[config.mk]
export PLATFORM = sky130hd
export DESIGN_NAME = fp_addsub_pipe
export DESIGN_NICKNAME = d
export VERILOG_FILES = /design/src/rtl/fp_addsub_pipe.sv
export SDC_FILE = /design/constraint.sdc
export NUM_CORES = 1
export LEC_CHECK = 0
export ABC_CLOCK_PERIOD_IN_PS = 9400
export BUFFER_PORTS_ARGS = -buffer_cell sky130_fd_sc_hd__buf_2
export CORE_AREA = 3 3 190 192
export DETAILED_ROUTE_END_ITERATION = 16
export DIE_AREA = 0 0 193 195
export PLACE_DENSITY = 0.65
export SYNTH_ARGS = -nofsm -noshare
export SYNTH_HDL_FRONTEND = slang
export SYNTH_SLANG_ARGS = --single-unit
[constraint.sdc]
create_clock -name clk -period 9.4 [get_ports clk]
set_input_delay 0.47 -clock clk [delete_from_list [all_inputs] [get_ports clk]]
set_output_delay 0.47 -clock clk [all_outputs]
set_load 0.005 [all_outputs]
[src/rtl/fp_addsub_pipe.sv]
// fp_addsub_pipe -- pipelined floating-point adder/subtractor with RNE rounding.
// Ports:
//   clk, n_rst             clock (rising edge), asynchronous active-low reset
//   in_valid / in_ready    operand handshake; transfer when both high
//   mode                   0 = op1 + op2, 1 = op1 - op2
//   op1, op2               operands {sign, exponent, fraction}
//   out_valid / out_ready  result handshake; transfer when both high
//   result                 rounded sum/difference
//   overflow               result saturated to +/-inf
//   underflow              nonzero result flushed to +0
//   zero                   result is +/-0
// Pipeline: input capture -> S1 unpack/swap/align -> S2 add/sub -> S3 normalise/round/pack.
// Any stall freezes every stage, so bubbles are held in place.
module fp_addsub_pipe #(
  parameter int EXP_W = 8,
  parameter int MAN_W = 23,
  localparam int W = 1 + EXP_W + MAN_W
) (
  input  logic         clk,
  input  logic         n_rst,
  input  logic         in_valid,
  output logic         in_ready,
  input  logic         mode,
  input  logic [W-1:0] op1,
  input  logic [W-1:0] op2,
  output logic         out_valid,
  input  logic         out_ready,
  output logic [W-1:0] result,
  output logic         overflow,
  output logic         underflow,
  output logic         zero
);
  localparam int M   = MAN_W + 1;      // significand incl. hidden bit
  localparam int X   = M + 3;          // significand + guard/round/sticky
  localparam int EW  = EXP_W + 2;      // signed exponent working width
  localparam int LZW = $clog2(X + 1);

  logic w_adv;
  assign w_adv    = ~(out_valid & ~out_ready);
  assign in_ready = w_adv;

  // input capture
  logic         r_v0, r_mode0;
  logic [W-1:0] r_op1, r_op2;

  always_ff @(posedge clk or negedge n_rst) begin
    if (!n_rst) begin
      r_v0 <= 1'b0; r_mode0 <= 1'b0; r_op1 <= '0; r_op2 <= '0;
    end else if (w_adv) begin
      r_v0 <= in_valid;
      if (in_valid) begin
        r_op1 <= op1; r_op2 <= op2; r_mode0 <= mode;
      end
    end
  end

  // S1: unpack, swap so |A| >= |B|, align B
  logic               w_s1, w_s2, w_z1, w_z2, w_swap, w_sa;
  logic [EXP_W-1:0]   w_e1, w_e2, w_ea, w_eb, w_diff;
  logic [M-1:0]       w_m1, w_m2, w_ma, w_mb;
  logic [W-2:0]       w_mag1, w_mag2;
  logic [2*X-1:0]     w_wide;
  logic [X-1:0]       w_mb_al;

  always_comb begin
    w_s1   = r_op1[W-1];
    w_s2   = r_op2[W-1] ^ r_mode0;
    w_e1   = r_op1[W-2:MAN_W];
    w_e2   = r_op2[W-2:MAN_W];
    w_z1   = (w_e1 == '0);
    w_z2   = (w_e2 == '0);
    w_m1   = w_z1 ? '0 : {1'b1, r_op1[MAN_W-1:0]};
    w_m2   = w_z2 ? '0 : {1'b1, r_op2[MAN_W-1:0]};
    w_mag1 = w_z1 ? '0 : r_op1[W-2:0];
    w_mag2 = w_z2 ? '0 : r_op2[W-2:0];
    w_swap = (w_mag2 > w_mag1);
    w_sa   = w_swap ? w_s2 : w_s1;
    w_ea   = w_swap ? w_e2 : w_e1;
    w_eb   = w_swap ? w_e1 : w_e2;
    w_ma   = w_swap ? w_m2 : w_m1;
    w_mb   = w_swap ? w_m1 : w_m2;
    w_diff = w_ea - w_eb;
    // Shift in a double-width window; everything falling below the
    // guard/round positions collapses into the sticky bit.
    w_wide = {w_mb, 3'b000, {X{1'b0}}} >> w_diff;
    if (32'(w_diff) >= 32'(MAN_W + 3))
      w_mb_al = {{(X-1){1'b0}}, |w_mb};
    else
      w_mb_al = {w_wide[2*X-1:X+1], w_wide[X] | (|w_wide[X-1:0])};
  end

  logic             r_v1, r_s1, r_sub1, r_bz1, r_bzs1, r_inf1, r_infs1;
  logic [EXP_W-1:0] r_e1;
  logic [X-1:0]     r_ma1, r_mb1;

  always_ff @(posedge clk or negedge n_rst) begin
    if (!n_rst) begin
      r_v1 <= 1'b0; r_s1 <= 1'b0; r_sub1 <= 1'b0; r_bz1 <= 1'b0; r_bzs1 <= 1'b0;
      r_inf1 <= 1'b0; r_infs1 <= 1'b0; r_e1 <= '0; r_ma1 <= '0; r_mb1 <= '0;
    end else if (w_adv) begin
      r_v1    <= r_v0;
      r_s1    <= w_sa;
      r_sub1  <= w_s1 ^ w_s2;
      r_bz1   <= w_z1 & w_z2;
      r_bzs1  <= w_s1 & w_s2;
      r_inf1  <= (&w_e1) | (&w_e2);
      r_infs1 <= (&w_e1) ? w_s1 : w_s2;
      r_e1    <= w_ea;
      r_ma1   <= {w_ma, 3'b000};
      r_mb1   <= w_mb_al;
    end
  end

  // S2: add/subtract extended significands (A >= B, so never negative)
  logic [X:0] w_sum;
  assign w_sum = r_sub1 ? ({1'b0, r_ma1} - {1'b0, r_mb1})
                        : ({1'b0, r_ma1} + {1'b0, r_mb1});

  logic             r_v2, r_s2, r_bz2, r_bzs2, r_inf2, r_infs2;
  logic [EXP_W-1:0] r_e2;
  logic [X:0]       r_sum2;

  always_ff @(posedge clk or negedge n_rst) begin
    if (!n_rst) begin
      r_v2 <= 1'b0; r_s2 <= 1'b0; r_bz2 <= 1'b0; r_bzs2 <= 1'b0;
      r_inf2 <= 1'b0; r_infs2 <= 1'b0; r_e2 <= '0; r_sum2 <= '0;
    end else if (w_adv) begin
      r_v2 <= r_v1; r_s2 <= r_s1; r_bz2 <= r_bz1; r_bzs2 <= r_bzs1;
      r_inf2 <= r_inf1; r_infs2 <= r_infs1; r_e2 <= r_e1; r_sum2 <= w_sum;
    end
  end

  // S3: normalise, round to nearest even, pack
  logic                  w_found, w_rup, w_ov, w_uf, w_z;
  logic [LZW-1:0]        w_lz;
  logic [X-1:0]          w_norm;
  logic signed [EW-1:0]  w_exp3, w_fexp;
  logic [M:0]            w_rnd;
  logic [MAN_W-1:0]      w_frac;
  logic [W-1:0]          w_res;

  always_comb begin
    w_lz    = '0;
    w_found = 1'b0;
    for (int unsigned i = 0; i < X; i++) begin
      if (!w_found && r_sum2[X-1-i]) begin
        w_lz    = LZW'(i);
        w_found = 1'b1;
      end
    end
  end

  always_comb begin
    if (r_sum2[X]) begin
      w_norm = {r_sum2[X:2], r_sum2[1] | r_sum2[0]};
      w_exp3 = $signed({2'b00, r_e2}) + EW'(1);
    end else begin
      w_norm = r_sum2[X-1:0] << w_lz;
      w_exp3 = $signed({2'b00, r_e2}) - EW'(w_lz);
    end
    w_rup  = w_norm[2] & (w_norm[3] | w_norm[1] | w_norm[0]);
    w_rnd  = {1'b0, w_norm[X-1:3]} + {{M{1'b0}}, w_rup};
    w_fexp = w_exp3 + {{(EW-1){1'b0}}, w_rnd[M]};
    w_frac = w_rnd[M] ? w_rnd[MAN_W:1] : w_rnd[MAN_W-1:0];

    w_res = {r_s2, w_fexp[EXP_W-1:0], w_frac};
    w_ov  = 1'b0;
    w_uf  = 1'b0;
    w_z   = 1'b0;
    if (r_inf2) begin
      w_res = {r_infs2, {EXP_W{1'b1}}, {MAN_W{1'b0}}};
      w_ov  = 1'b1;
    end else if (r_sum2 == '0) begin
      w_res = {r_bz2 & r_bzs2, {(W-1){1'b0}}};
      w_z   = 1'b1;
    end else if (w_fexp >= (1 << EXP_W) - 1) begin
      w_res = {r_s2, {EXP_W{1'b1}}, {MAN_W{1'b0}}};
      w_ov  = 1'b1;
    end else if (w_fexp <= 0) begin
      w_res = '0;
      w_uf  = 1'b1;
      w_z   = 1'b1;
    end
  end

  always_ff @(posedge clk or negedge n_rst) begin
    if (!n_rst) begin
      out_valid <= 1'b0; result <= '0; overflow <= 1'b0; underflow <= 1'b0; zero <= 1'b0;
    end else if (w_adv) begin
      out_valid <= r_v2;
      if (r_v2) begin
        result <= w_res; overflow <= w_ov; underflow <= w_uf; zero <= w_z;
      end
    end
  end

endmodule
# Yosys cells after proc, flatten, opt, wreduce, memory -nomap -nowiden
# Cells that the tools add are included.
# word_totals
word_cells	195
ff_bits	210
input_bits	69
output_inout_bits	37
# classes
reduce_logical	61
bitwise	14
n_shift	2
n_mux	80
magnitude_cmp	4
addsub	7
# ops
operator	count
two-way mux 32 bit	4
two-way mux 5 bit	25
two-way mux 24 bit	4
two-way mux 31 bit	2
two-way mux 27 bit	2
>> shifter 54 x 8 -> 54 bit	1
two-way mux 1 bit	38
greater-than comparator 31 bit	1
adder 27 x 27 -> 28 bit	1
logical NOT 28 bit	1
two-way mux 28 bit	1
subtractor 27 x 27 -> 28 bit	1
OR reduction 27 bit	1
left shift 27 x 5 -> 27 bit	1
logical AND 1 bit	26
logical NOT 1 bit	26
adder 24 x 1 -> 25 bit	1
OR reduction 24 bit	1
two-way mux 23 bit	1
logical NOT 8 bit	2
two-way mux 8 bit	2
AND reduction 8 bit	2
adder 10 x 1 -> 10 bit	1
greater-or-equal comparator 10 x 9 -> 1 bit, second input constant	1
other kinds (11)	22

# Depth between registers and ports, before layout
# Gate-level depths: netlist of run 1.
# depth
depth_word	91
mapped_depth	35

# Worst setup path after synthesis of run 1
# Ideal clock, no wire load.
# synth_path
path_type	register to register
from	register r_sum2[18]
to	register result[18]
stages_incl_launch_ff	31
arrival_time_ns	7.118
path_slack_ns	2.217
path_cell_list	dfrtp_1 buf_6 or4_4 nor3_4 a2111oi_1 o31a_1 o32ai_4 inv_4 buf_6 a211o_1 a21oi_1 or2_2 ha_1 o21ai_0 nor3_4 nand3_1 or4b_1 buf_2 inv_1 ha_1 ha_1 nand3_1 nand2b_1 or4_1 a32oi_1 o32ai_1 a2111oi_0 nand2_1 or4_1 and3_1 nand2_1
# synth_via
elab_chain_cells	68
elab_cells_between_ends	91
cone_classes	add/sub (3); order compare (2); shift (1); mux (44); bitwise (3); reduce/logical (38)
# synth_rtl
item	line_no	text
start, declared	121	logic [X:0] r_sum2;
start signal, assigned	129	r_inf2 <= r_inf1; r_infs2 <= r_infs1; r_e2 <= r_e1; r_sum2 <= w_sum;
logical AND 1 bit	146	if (!w_found && r_sum2[X-1-i]) begin
two-way mux 1 bit	146	
logical NOT 1 bit	146	
logical AND 1 bit	146	
two-way mux 1 bit	146	
logical NOT 1 bit	146	
logical AND 1 bit	146	
two-way mux 1 bit	146	
[52 not listed]	--	
bitwise AND 1 bit	161	w_rup = w_norm[2] & (w_norm[3] | w_norm[1] | w_norm[0]);
adder 24 x 1 -> 25 bit	162	w_rnd = {1'b0, w_norm[X-1:3]} + {{M{1'b0}}, w_rup};
adder 10 x 1 -> 10 bit	163	w_fexp = w_exp3 + {{(EW-1){1'b0}}, w_rnd[M]};
<= comparator 10 x 1 -> 1 bit	179	end else if (w_fexp <= 0) begin
two-way mux 32 bit	179	
two-way mux 32 bit	176	end else if (w_fexp >= (1 << EXP_W) - 1) begin
two-way mux 32 bit *	173	end else if (r_sum2 == '0) begin
two-way mux 32 bit *	170	if (r_inf2) begin
end signal, assigned	192	result <= w_res; overflow <= w_ov; underflow <= w_uf; zero <= w_z;
end, declared	28	output logic [W-1:0] result,
# Mark *: on every way between the ends. The rest lies on a longest branch, timed or not.
# A chain may end at the register's enable or synchronous reset.

# Worst setup path after layout of run 1
# layout_path
from	register r_sum2[18]
to	register result[5]
# Same word-level chain as after synthesis.

==> results by group, run 1 <==
Outcome
  – Result of the run: completed

Cells and area
  – Share of layout cells above drive strength 1: 14.8%
  – Sequential Area: 5260 sq um
  – Synth-to-Final Area Change: 10.1%
  – Antenna cell count: 0
  – Final cell count without fillers: 2641
  – Fill count: 3327
  – NumNets Final: 2329
  – Area occupied by multi-input gates: 11300 sq um

Floorplanning
  – Placeable core region: 34500 sq um
  – Effective utilization at floorplan: 50.6%
  – Total die area: 37600 sq um
  – I/O pin count: 106
  – Die Ht: 195 um
  – Number of cell rows: 68
  – Chip width: 193 um

Synthesis
  – Number of cells produced by synthesis: 2139
  – Area share of and/or/nand/nor cells after synthesis: 20.8%
  – Post-synthesis area per instance: 8.17 sq um
  – Post-Synth XOR/XNOR Area: 3.36%
  – Netlist cell types: 100
  – Ys Warns: 0
  – Dominant cells by area after synthesis: sky130_fd_sc_hd__dfrtp_1 30%, sky130_fd_sc_hd__nand2_1 6.5%, sky130_fd_sc_hd__ha_1 6.5%
  – Leading cell type by number of instances after synthesis: sky130_fd_sc_hd__nand2_1
  – Number of enable flip-flop cells after synthesis: 0
  – Post-synthesis mux area share: 11.0%
  – Cell area after synthesis: 17500 sq um
  – Post-synthesis adder-cell area fraction: 6.86%
  – Post-synthesis compound-gate area fraction: 22.6%
  – Sequential-to-total area share from yosys stat: 30.1%
  – Area share of the largest cell type after synthesis: 30.1%
  – Combinational family with the most area after synthesis: compound AO/OA/AOI/OAI gates
  – Cell taking the most area after synthesis: sky130_fd_sc_hd__dfrtp_1
  – Number of nets produced by synthesis: 2301
  – Share of flip-flops with an asynchronous set or reset: 100%
  – Flip-flop and latch count after synthesis: 210
  – Top cell types by occurrence after synthesis: 304 x sky130_fd_sc_hd__nand2_1, 210 x sky130_fd_sc_hd__dfrtp_1, 174 x sky130_fd_sc_hd__nor2_1
  – Most instantiated flip-flop cell in the synthesis netlist: sky130_fd_sc_hd__dfrtp_1

GRT
  – Number of global-route vias before repair: 15600
  – Antenna violations before repair: 0
  – Maximum number of pins on one net before global-route repair: 82
  – Global route overflow: 0
  – Wire length of the first global-routing pass: 87800 um
  – All-layer global routing usage: 29.0%

Detailed routing
  – Post-detailed-route count of antenna-violating nets: 0
  – Wirelength, routed: 55100 um
  – Number of vias per cell after detailed routing: 6.17
  – Post-route DRC violation count: 0
  – Iteration count of the initial detailed-routing pass: 6
  – Initial DRC Count: 1359
  – Via Count: 16300
  – Routed WL per cell: 20.9 um

Timing
  – RSZ-0062 raised after global routing: false
  – Post-layout min period: 8.51 ns
  – Clock Skews: 0.00970 ns
  – Hold violation count in the final report: 0
  – Slack of the critical path: 0.886 ns
  – Slew at the pin closest to its max-slew limit: 1.04 ns
  – Setup violation total in the final timing report: 0
  – Peak Freq: 117 MHz
  – Pins Over Slew Limit: 0
  – Tightest hold margin: 0.158 ns
  – Setup_tns: 0 ns
  – Slew HR: 30.5%
  – Final cycle utilization of the critical path: 90.6%

Placement
  – HPWL Detailed: 42200 um
  – Count of buffers inserted at the top-level ports: 105
  – Placer Congestion: 0.984
  – Pre-CTS setup slack: 1.05 ns
  – Total instance count after detailed placement: 2593

Worst hold path
  – Worst hold path cell count: 2
  – Hold Path Class: in -> reg

Worst setup path
  – Largest stage delay, worst path: 0.68 ns
  – Kind of cell adding the most delay to the critical path: simple AND/OR/NAND/NOR gates
  – Bufs and invs on worst path: 3
  – Critical path required time: 9.85 ns
  – Slowest cell on the critical path: sky130_fd_sc_hd__nor4_4
  – Startpoint kind of the worst setup timing path: register
  – Depth of the worst register-to-register path: 26
  – Maximum fanout along the worst path: 31
  – Number of cells on the critical path: 26
  – Setup CP Type: reg -> reg
  – Kind of capture point of the worst setup path: register
  – Arrival time of the worst setup path: 8.96 ns

Pwr
  – Leakage power of the design: 0.00838 uW
  – Switching portion of total power: 51.4%
  – Switching pwr: 4260 uW
  – IR drop worst, VDD: 0.000248 V
  – PwrDens: 430 nW/um^2
  – Internal portion of total power: 4020 uW
  – Combinational fraction of design power: 66.6%
  – Reg power frac: 20.5%
  – Proportion of power drawn by the clock network: 12.9%

Clock network
  – Clock tree from TritonCTS: built
  – Clock latency on the worst-skew pair: 0.54 ns
  – Post-CTS Setup Repair Bufs: 0
  – CTS clk-pin slew, worst paths: 0.06 ns
  – # H-tree levels: 1
  – Clock sink count: 210
  – Longest Clk Path Bufs: 3
  – Clock buffer count from CTS: 26
  – Root buf cell: sky130_fd_sc_hd__clkbuf_16

Job
  – Total of max-cap violations: 0
## metal layers
layer / GRT usage [%] / part of all wire, % / up-vias
li1: - / - / 7818
met1: 39.5 / 43 / 7770
met5: 0 / 0 / -
met4: 13.1 / 5.1 / 0
met3: 3.38 / 5.8 / 136
met2: 46.4 / 46 / 570
## power groups by stage
| stage | combinational (uW) | clock (uW) | sequential [uW] |
|---|---|---|---|
| 3_5_place_dp | 5420 | 0 | 1700 |
| 6_report | 5510 | 1070 | 1690 |
| 2_1_floorplan | 4010 | 0 | 1490 |
| 5_1_grt | 6030 | 1140 | 1740 |
| 3_3_place_gp | 5410 | 0 | 1680 |
| 4_1_cts | 5450 | 1100 | 1680 |
## state kept, by name, indices dropped and copies added, names as in the netlist, 8 cells and up
register	cells
r_op1	32
r_op2	32
result	32
r_sum2	28
r_mb1	27
r_ma1	24
r_e1	8
r_e2	8
## through the flow
step           power, uW  cell area [sq um]  util, %
6_report            8280              19200     55.7
3_3_place_gp        7080              18300     53.0
5_1_grt             8920              19200     55.7
2_1_floorplan       5500              17500        -
4_1_cts             8230              19200     55.7
3_5_place_dp        7120              18300     53.0
## area by class of cell
cell class	instances	area share (%)
multi-input combinational	1697	58.9
clock inverter	12	0.923
sequential	210	27.3
clock buffer	35	3.87
timing repair buffer	142	4.23
inverter	90	1.79
tap	455	2.96
## cell usage in the layout (no fill, tap or decap), types with 10 or more instances in the layout
cell / instances
sky130_fd_sc_hd__clkbuf_16: 27
sky130_fd_sc_hd__o22ai_1: 19
sky130_fd_sc_hd__nor2_1: 174
sky130_fd_sc_hd__nor3_1: 60
sky130_fd_sc_hd__nand2b_1: 18
sky130_fd_sc_hd__a211oi_1: 12
sky130_fd_sc_hd__o211ai_1: 30
sky130_fd_sc_hd__mux2i_1: 81
sky130_fd_sc_hd__a22oi_1: 10
sky130_fd_sc_hd__nand3_1: 64
sky130_fd_sc_hd__xor2_1: 30
sky130_fd_sc_hd__buf_4: 36
sky130_fd_sc_hd__o31ai_1: 16
sky130_fd_sc_hd__o21a_1: 13
sky130_fd_sc_hd__nand4_1: 18
sky130_fd_sc_hd__xnor2_1: 35
sky130_fd_sc_hd__ha_1: 91
sky130_fd_sc_hd__and3_1: 18
sky130_fd_sc_hd__buf_2: 104
sky130_fd_sc_hd__inv_1: 85
sky130_fd_sc_hd__nor4_1: 16
sky130_fd_sc_hd__a31oi_1: 46
sky130_fd_sc_hd__nand2_1: 303
sky130_fd_sc_hd__o21bai_1: 10
sky130_fd_sc_hd__nor2b_1: 13
sky130_fd_sc_hd__a21oi_1: 150
sky130_fd_sc_hd__o21ai_0: 111
sky130_fd_sc_hd__mux2_2: 85
sky130_fd_sc_hd__dfrtp_1: 210
sky130_fd_sc_hd__or3_1: 13
sky130_fd_sc_hd__and2_1: 33
sky130_fd_sc_hd__a21o_1: 21
## final timing paths
check	from	end	slack, ns
setup / recovery	r_sum2[18]$_DFFE_PN0N_	result[5]$_DFFE_PN0P_	0.89
hold / removal	op1[3]	r_op1[3]$_DFFE_PN0P_	0.16
setup reg to reg	r_sum2[18]$_DFFE_PN0N_	result[5]$_DFFE_PN0P_	0.89
hold reg to reg	overflow$_DFFE_PN0P_	overflow$_DFFE_PN0P_	0.46
max in group asynchronous	n_rst	r_op2[0]$_DFFE_PN0P_	7.47
min in group asynchronous	n_rst	result[10]$_DFFE_PN0P_	0.52
## logic make-up (layout without fill, tap and decap cells)
group | after synthesis | after routing
buffers and inverters | 232 | 279
muxes | 173 | 173
and+or+nand+nor | 776 | 776
xor gates and xnor gates | 67 | 67
AOI/OAI and AO/OA | 586 | 586
adders and majority gates | 95 | 95
DFF | 210 | 210
## what timing repair did
item / 4_1_cts / 5_1_grt
endpoints found under the hold margin: 15 / 0
gates resized for setup: 0 / 0
hold buffers: 1 / 0
Power figures use the tool's default switching activity.
==> inputs of run 2 (changes only) <==
Settings changed: PLACE_DENSITY 0.65 to 0.68.
==> run 2 against run 1 <==
Effect of this change:
- cell area decreased by 0.91%
- count of clock-buffer cells in the layout decreased by 2
- non-clock buffer count decreased by 3
- maximum frequency increased by 0.34%
- total power decreased by 2.3%
- die area unchanged
- clock skew increased by 0.012 ns
- highest routed layer unchanged
- sequential share of layout area increased by 0.25 points
- combinational power decreased by 0.7%
- cell count decreased by 0.19%
- sequential power about the same
==> results by group, run 2 (same netlist as run 1, synthesis figures left out) <==
Detailed routing
  – Number of vias per cell after detailed routing: 6.26
  – Post-detailed-route count of antenna-violating nets: 0
  – Wirelength, routed: 54600 um
  – Post-route DRC violation count: 0
  – Initial DRC Count: 1336
  – Iteration count of the initial detailed-routing pass: 5
  – Via Count: 16500
  – Routed WL per cell: 20.7 um

Timing
  – Clock Skews: 0.0221 ns
  – Post-layout min period: 8.49 ns
  – Setup violation total in the final timing report: 0
  – Slew HR: 20.3%
  – Slew at the pin closest to its max-slew limit: 1.18 ns
  – Setup_tns: 0 ns
  – Hold violation count in the final report: 0
  – Slack of the critical path: 0.915 ns
  – Peak Freq: 118 MHz
  – RSZ-0062 raised after global routing: false
  – Tightest hold margin: 0.158 ns
  – Final cycle utilization of the critical path: 90.3%
  – Pins Over Slew Limit: 0

Cells and area
  – Leading cell type in the layout, fill and taps excluded: sky130_fd_sc_hd__nand2_1
  – Fill count: 3246
  – Antenna cell count: 0
  – Largest registers: r_op1 x32, r_op2 x32, result x32
  – Synth-to-Final Area Change: 9.13%
  – Share of layout cells above drive strength 1: 14.5%
  – Top library cells by usage in the layout, fill and taps aside: 303 x sky130_fd_sc_hd__nand2_1, 210 x sky130_fd_sc_hd__dfrtp_1, 174 x sky130_fd_sc_hd__nor2_1
  – NumNets Final: 2325

Worst setup path
  – Maximum fanout along the worst path: 31
  – Arrival time of the worst setup path: 8.92 ns
  – Critical path required time: 9.84 ns
  – Kind of capture point of the worst setup path: register
  – Startpoint kind of the worst setup timing path: register
  – Setup CP Type: reg -> reg

Floorplanning
  – I/O pin count: 106
  – Chip width: 193 um
  – Die Ht: 195 um
  – Number of cell rows: 68
  – Placeable core region: 34500 sq um
  – Effective utilization at floorplan: 50.6%
  – Total die area: 37600 sq um

Clock network
  – Root buf cell: sky130_fd_sc_hd__clkbuf_16
  – Number of cells upsized or downsized after cts: 0
  – Clock latency on the worst-skew pair: 0.54 ns
  – Longest Clk Path Bufs: 3
  – CTS clk-pin slew, worst paths: 0.06 ns
  – # H-tree levels: 1
  – Clock sink count: 210
  – Clock tree from TritonCTS: built
  – Clock buffer count from CTS: 25

Placement
  – HPWL Detailed: 41700 um
  – Placer Congestion: 0.957
  – Pre-CTS setup slack: 1.03 ns
  – Count of buffers inserted at the top-level ports: 105

Job
  – Total of max-cap violations: 0

GRT
  – Number of global-route vias before repair: 15700
  – All-layer global routing usage: 28.7%
  – Wire length of the first global-routing pass: 87500 um
  – Antenna violations before repair: 0
  – Maximum number of pins on one net before global-route repair: 81
  – Global route overflow: 0

Outcome
  – Result of the run: completed

Pwr
  – IR drop worst, VDD: 0.000250 V
  – PwrDens: 424 nW/um^2
  – Leakage power of the design: 0.00830 uW

Worst hold path
  – Hold Path Class: in -> reg
==> run 2: critical path, stage by stage, from the launching register on <==
cell                        delay [ns]
sky130_fd_sc_hd__dfrtp_1          0.47
sky130_fd_sc_hd__nor4_1           0.60
sky130_fd_sc_hd__and2_1           0.25
sky130_fd_sc_hd__and3_1           0.33
sky130_fd_sc_hd__and3b_1          0.41
sky130_fd_sc_hd__nor4_4           0.05
sky130_fd_sc_hd__buf_4            0.20
sky130_fd_sc_hd__inv_4            0.32
sky130_fd_sc_hd__mux2i_1          0.24
sky130_fd_sc_hd__a221o_1          0.38
sky130_fd_sc_hd__o21ai_1          0.22
sky130_fd_sc_hd__o221ai_2         0.23
sky130_fd_sc_hd__nor4_4           0.33
sky130_fd_sc_hd__or3b_1           0.43
sky130_fd_sc_hd__or4b_1           0.60
sky130_fd_sc_hd__inv_1            0.16
sky130_fd_sc_hd__ha_1             0.19
sky130_fd_sc_hd__ha_1             0.19
sky130_fd_sc_hd__nand3_1          0.10
sky130_fd_sc_hd__nand2b_1         0.23
sky130_fd_sc_hd__or4_1            0.45
sky130_fd_sc_hd__a32oi_1          0.23
sky130_fd_sc_hd__o32ai_1          0.12
sky130_fd_sc_hd__a2111oi_0        0.48
sky130_fd_sc_hd__buf_4            0.21
sky130_fd_sc_hd__and2_1           0.39
sky130_fd_sc_hd__nand2_1          0.30
sky130_fd_sc_hd__o31ai_1          0.28
==> run 2: area by class of cell <==
class	instances	area [sq um]	share of cell area [%]
multi-input cells	1697	11300	59.5
flip-flops and latches	210	5260	27.6
repair buffers	139	793	4.16
clock buffers	33	676	3.54
well taps	455	569	2.99
inverters	90	345	1.81
clock inverters	12	93.8	0.492
==> run 2: worst paths after layout <==
path | from | end | slack [ns] | depth (start not counted)
worst max-delay path | r_sum2[21]$_DFFE_PN0N_ | result[5]$_DFFE_PN0P_ | 0.91 | 27
worst min-delay path | op2[2] | r_op2[2]$_DFFE_PN0P_ | 0.16 | 2
worst max register to register | r_sum2[21]$_DFFE_PN0N_ | result[5]$_DFFE_PN0P_ | 0.91 | 27
worst min register to register | r_v0$_DFFE_PN0N_ | r_v1$_DFFE_PN0N_ | 0.47 | 2
max in group asynchronous | n_rst | r_sum2[27]$_DFFE_PN0N_ | 7.45 | 3
min in group asynchronous | n_rst | result[12]$_DFFE_PN0P_ | 0.46 | 2
==> run 2: routing by layer <==
metal	track usage (%)	vias up	wire length, um
met5	0	-	0
met4	9.32	0	1880
met3	2.85	105	3030
met2	47.2	589	25900
met1	39.8	7975	23700
li1	-	7825	-
==> run 2: what timing repair did <==
item | in CTS | in global routing
hold buffers | 1 | 0
setup buffers | 0 | 0
endpoints found under the hold margin | 62 | 0
==> run 2: power by group <==
group          total, uW  internal [uW]  switching [uW]
Sequential          1700           1250             452
Clock                918            532             386
Combinational       5470           2080            3390
Total               8090           3870            4220
==> run 2: stage by stage <==
stage                     area (sq um)  cells  total power (uW)  utilization (%)
after floorplan                  17500   2139              5500                -
after CTS                        19100   2636              8030             55.2
after global placement           18300   2590              7040             53.0
after detailed placement         18300   2590              7080             53.0
final                            19100   2636              8090             55.2
after global routing             19100   2636              8710             55.2
